### config.mk
export PLATFORM = sky130hd
export DESIGN_NAME = timer_scheduler
export DESIGN_NICKNAME = d
export VERILOG_FILES = /design/src/rtl/timer_scheduler.sv
export SDC_FILE = /design/constraint.sdc
export NUM_CORES = 1
export LEC_CHECK = 0
export ABC_CLOCK_PERIOD_IN_PS = 2960
export CAP_MARGIN = 20
export CORE_MARGIN = 5
export CORE_UTILIZATION = 54
export DETAILED_ROUTE_END_ITERATION = 16
export MAX_ROUTING_LAYER = met4
export PLACE_DENSITY = 0.9
export RECOVER_POWER = 100
export SYNTH_ARGS = -nofsm -noshare
export SYNTH_HDL_FRONTEND = slang
export SYNTH_SLANG_ARGS = --single-unit
### constraint.sdc
create_clock -name clock -period 2.96 [get_ports clock]
set_input_delay 0.592 -clock clock [delete_from_list [all_inputs] [get_ports clock]]
set_output_delay 0.592 -clock clock [all_outputs]
set_load 0.02 [all_outputs]
### src/rtl/timer_scheduler.sv
// Countdown sequencer for the anti-theft Timer: owns the four interval
// parameters, issues load pulses and forwards only expiries the FSM requested.
module timer_scheduler #(
  parameter logic [3:0] DEF_ARM_DELAY  = 4'd6,
  parameter logic [3:0] DEF_DRV_DELAY  = 4'd8,
  parameter logic [3:0] DEF_PASS_DELAY = 4'd15,
  parameter logic [3:0] DEF_ALARM_ON   = 4'd10
) (
  input  logic       clock,
  input  logic       reset,
  input  logic       req_start,
  input  logic [1:0] req_interval,
  input  logic       req_cancel,
  input  logic       reprogram,
  input  logic [1:0] time_param_sel,
  input  logic [3:0] time_value,
  input  logic       expired_in,
  output logic [3:0] value,
  output logic       start_timer,
  output logic       expired_out,
  output logic       busy,
  output logic       prog_ack,
  output logic       prog_err
);

  typedef enum logic [2:0] {
    S_IDLE = 3'd0,
    S_LOAD = 3'd1,
    S_RUN  = 3'd2,
    S_DONE = 3'd3,
    S_PROG = 3'd4
  } state_e;

  state_e     state_q;
  logic [3:0] table_q [4];
  logic [3:0] value_q;
  logic       start_q;
  logic       expired_q;
  logic       busy_q;
  logic       ack_q;
  logic       err_q;
  logic       reprog_prev_q;
  logic       reprog_rise_d;

  assign reprog_rise_d = reprogram & ~reprog_prev_q;

  // Single-process FSM; every output is a register set on the transition into its state.
  always_ff @(posedge clock) begin
    if (reset) begin
      state_q       <= S_IDLE;
      table_q[0]    <= DEF_ARM_DELAY;
      table_q[1]    <= DEF_DRV_DELAY;
      table_q[2]    <= DEF_PASS_DELAY;
      table_q[3]    <= DEF_ALARM_ON;
      value_q       <= 4'd0;
      start_q       <= 1'b0;
      expired_q     <= 1'b0;
      busy_q        <= 1'b0;
      ack_q         <= 1'b0;
      err_q         <= 1'b0;
      reprog_prev_q <= 1'b0;
    end else begin
      reprog_prev_q <= reprogram;
      start_q       <= 1'b0;
      expired_q     <= 1'b0;
      ack_q         <= 1'b0;
      err_q         <= 1'b0;
      case (state_q)
        S_IDLE: begin
          if (reprog_rise_d) begin
            state_q <= S_PROG;
            busy_q  <= 1'b0;
            if (time_value != 4'd0) begin
              table_q[time_param_sel] <= time_value;
              ack_q <= 1'b1;
            end else begin
              err_q <= 1'b1;
            end
          end else if (req_start) begin
            state_q <= S_LOAD;
            value_q <= table_q[req_interval];
            start_q <= 1'b1;
            busy_q  <= 1'b1;
          end else begin
            state_q <= S_IDLE;
            busy_q  <= 1'b0;
          end
        end
        S_LOAD: begin
          state_q <= S_RUN;
          busy_q  <= 1'b1;
        end
        // Abandoning the countdown (reprogram/cancel/restart) must never leak an expiry.
        S_RUN: begin
          if (reprog_rise_d) begin
            state_q <= S_PROG;
            busy_q  <= 1'b0;
            if (time_value != 4'd0) begin
              table_q[time_param_sel] <= time_value;
              ack_q <= 1'b1;
            end else begin
              err_q <= 1'b1;
            end
          end else if (req_cancel) begin
            state_q <= S_IDLE;
            busy_q  <= 1'b0;
          end else if (req_start) begin
            state_q <= S_LOAD;
            value_q <= table_q[req_interval];
            start_q <= 1'b1;
            busy_q  <= 1'b1;
          end else if (expired_in) begin
            state_q   <= S_DONE;
            expired_q <= 1'b1;
            busy_q    <= 1'b0;
          end else begin
            state_q <= S_RUN;
            busy_q  <= 1'b1;
          end
        end
        S_DONE: begin
          state_q <= S_IDLE;
          busy_q  <= 1'b0;
        end
        S_PROG: begin
          state_q <= S_IDLE;
          busy_q  <= 1'b0;
        end
        default: begin
          state_q <= S_IDLE;
          busy_q  <= 1'b0;
        end
      endcase
    end
  end

  assign value       = value_q;
  assign start_timer = start_q;
  assign expired_out = expired_q;
  assign busy        = busy_q;
  assign prog_ack    = ack_q;
  assign prog_err    = err_q;

endmodule

==> flow_metrics.env <==
export IMPL_clkTransAtPathRegs_ps=90
export IMPL_multiInputGateArea_sq_um=452
export IMPL_finClkSkew_ps=12.1
export IMPL_synth_seq_cells=29
export IMPL_numCtsBuffers=5
export IMPL_crit_end="table_q[2][3]"
export IMPL_syn_area_sq_um=1220
export IMPL_synth_edf_count=16
export IMPL_cts_tree="yes"
export IMPL_drt_iter0_markers=24
export IMPL_grt_pass1_vias=870
export IMPL_post_cts_resized=0
export IMPL_initial_core_util=0.558
export IMPL_crit_slowest_cell="dlygate4sd3_1"
export IMPL_grt_overflow_total=0
export IMPL_first_pass_iters=4
export IMPL_fp_dieArea_sq_um=3320
export IMPL_max_stage_delay_ps=550
export IMPL_hold_viol_final=0
export IMPL_gp_congestion=0.889
export IMPL_dp_slack_ps=418
export IMPL_portBuffers=22
export IMPL_path_depth=7
export IMPL_cts_root_buf="clkbuf_4"
export IMPL_max_clock_path_buffers=2
export IMPL_cp_top_family="simple AND/OR/NAND/NOR gates"
export IMPL_dieHeight_um=57.6
export IMPL_netlist_instances=94
export IMPL_drc=0
export IMPL_grt_pass1_wl_um=3870
export IMPL_vdd_drop_max_uv=372
export IMPL_ys_flop_type="edfxtp_1"
export IMPL_maxCapViolCount=0
export IMPL_area_growth_pct=24.8
export IMPL_h_tree_depth=2
export IMPL_place_hpwl_um=1760
export IMPL_critPathBufInv=2
export IMPL_rrSetupSlack_ps=970
export IMPL_timing_hold_ws_ps=493
export IMPL_avgSynthCellArea_sq_um=13.0
export IMPL_path_class="input pin to flip-flop"
export IMPL_cts_hold_fix_buffers=0
export IMPL_crit_start="reprogram"
export IMPL_yosysSeqAreaShare=0.606
export IMPL_crit_path_max_fanout=7
export IMPL_routedWlPerCell_um=15.0
export IMPL_finalSetupViolCount=0
export IMPL_worstPathArrival_ps=2450
export IMPL_die_w_um=57.6
export IMPL_final_cell_area_sq_um=1530
export IMPL_worst_pin_slew_ps=515
export IMPL_setup_worst_path_end_class="flip-flop"
export IMPL_avgViaCountPerCell=5.39
export IMPL_fin_ws_ps=498
export IMPL_fp_row_count=17
export IMPL_rsz0062_at_grt="no"
export IMPL_clk_latency_ps=310
export IMPL_nets=138
export IMPL_clock_fmax_ghz=0.406
export IMPL_tns_ps=0
export IMPL_period_minus_slack_ps=2460
export IMPL_syn_num_nets=108
export IMPL_clock_sinks=29
export IMPL_ys_async_sr_fraction=0
export IMPL_cts_setup_buffers=0
export IMPL_num_antenna_cells=0
export IMPL_io_pins=23
export IMPL_grt_start_max_net_pins=13
export IMPL_layout_drive_gt1_share=0.104
export IMPL_path_cells="dlygate4sd3_1, nand2b_1, nor4_1, nand2_2, inv_1, and3b_4, or2_0"
export IMPL_placed_cell_area_sq_um=1490
export IMPL_antenna_found_initial=0
export IMPL_slew_headroom=0.657
export IMPL_dp_cells=145
export IMPL_r2r_start="reprog_prev_q"
export IMPL_reg2regPathDepth=6
export IMPL_required_ps=2950
export IMPL_num_vias=824
export IMPL_r2r_end="table_q[2][3]"
export IMPL_final_max_slew_viol_count=0
export IMPL_cp_start_kind="input pin"
export IMPL_status="completed"
export IMPL_layout_cells_non_filler=153
export IMPL_final_seq_area_sq_um=741
export IMPL_timing_final_crit_share=0.832
export IMPL_ys_types=30
export IMPL_ant_nets=0
export IMPL_grt_use_total=0.163
export IMPL_fillCellCount=148
export IMPL_hold_class="flip-flop to flip-flop"
export IMPL_ys_warn_count=0
export IMPL_wl_um=2290
export IMPL_power_leakage_nw=0.583
export IMPL_core_region_area_sq_um=2190
export IMPL_p_per_area_nw_per_um2=516
-- tightest hold or removal path, delay by kind of cell (launching register included) --
| family | cells | cell delay (ps) |
|---|---|---|
| muxes | 1 | 60 |
| DFF | 1 | 330 |
| and+or+nand+nor | 1 | 70 |
-- synth_stat cells, types with 2 or more instances --
cell	instances	area (sq um)
and3_1	6	37.5
dfxtp_1	13	260
nor2_1	11	41.3
inv_1	2	7.51
mux4_2	4	90.1
edfxtp_1	16	480
a21o_1	2	15.0
nand4b_1	2	17.5
mux2i_1	4	40.0
nand2_1	3	11.3
nand2b_1	9	56.3
nor2b_1	3	18.8
or4_1	2	15.0
-- through the flow --
stage                     power [mW]  utilization
after floorplan                0.512            -
after global placement         0.560        0.680
after detailed placement       0.565        0.680
after CTS                      0.801        0.706
after global routing           0.825        0.696
final                          0.787        0.696
-- final cells by class --
type                            count  share of cell area
Sequential cell                    29               0.486
Multi-Input combinational cell     61               0.296
Timing Repair Buffer               24               0.149
Clock buffer                        8              0.0386
Tap cell                           28              0.0230
Inverter                            3             0.00738
-- metal layers --
layer / share of wire / track usage / up-vias
met4: 0.012 / 0.0795 / 0
met3: 0.064 / 0.0498 / 4
li1: - / - / 410
met1: 0.44 / 0.194 / 382
met5: 0 / - / -
met2: 0.49 / 0.252 / 28
-- registers in the layout (all words and copies together), names as in the netlist --
register,flops
busy,1
prog_ack,1
start_timer,1
table_q,16
prog_err,1
value,4
state_q,3
reprog_prev_q,1
expired_out,1
-- how the worst min path moves through the flow --
stage	start	end	slack, ps	depth (start not counted)
6_report	value[0]	value[0]	490	2
4_1_cts	value[0]	value[0]	510	2
2_1_floorplan	state_q[2]	state_q[2]	520	1
3_3_place_gp	value[1]	value[1]	470	2
3_5_place_dp	value[0]	value[0]	490	2
5_1_grt	value[0]	value[0]	560	2
-- report_power, final --
group,switching [mW],leakage [nW],internal [mW]
sequential,0.00779,0.245,0.441
clock,0.123,0.0326,0.117
combinational,0.0491,0.305,0.0490
total,0.180,0.583,0.607
-- layout by cell type, fill, tap and decap left out, types with 2 or more instances in the layout --
cell type         n
edfxtp_1         16
dfxtp_1          13
nor2_1           11
clkdlybuf4s50_1  11
dlygate4sd3_1    11
nand2b_1          9
and3_1            6
clkbuf_4          5
mux4_2            4
mux2i_1           4
clkbuf_1          4
inv_1             3
nand2_1           3
nor2b_1           3
a21o_1            2
nand4b_1          2
or4_1             2
-- kinds of logic (layout without fill, tap and decap cells) --
kind of cell,Yosys count,count (layout),share of synthesized area
buffers and inverters,4,35,0.0123
AOI/OAI and AO/OA,7,7,0.0420
DFF,29,29,0.606
and+or+nand+nor,46,46,0.233
muxes,8,8,0.106
Note: power is estimated with default switching activity, not from simulation.
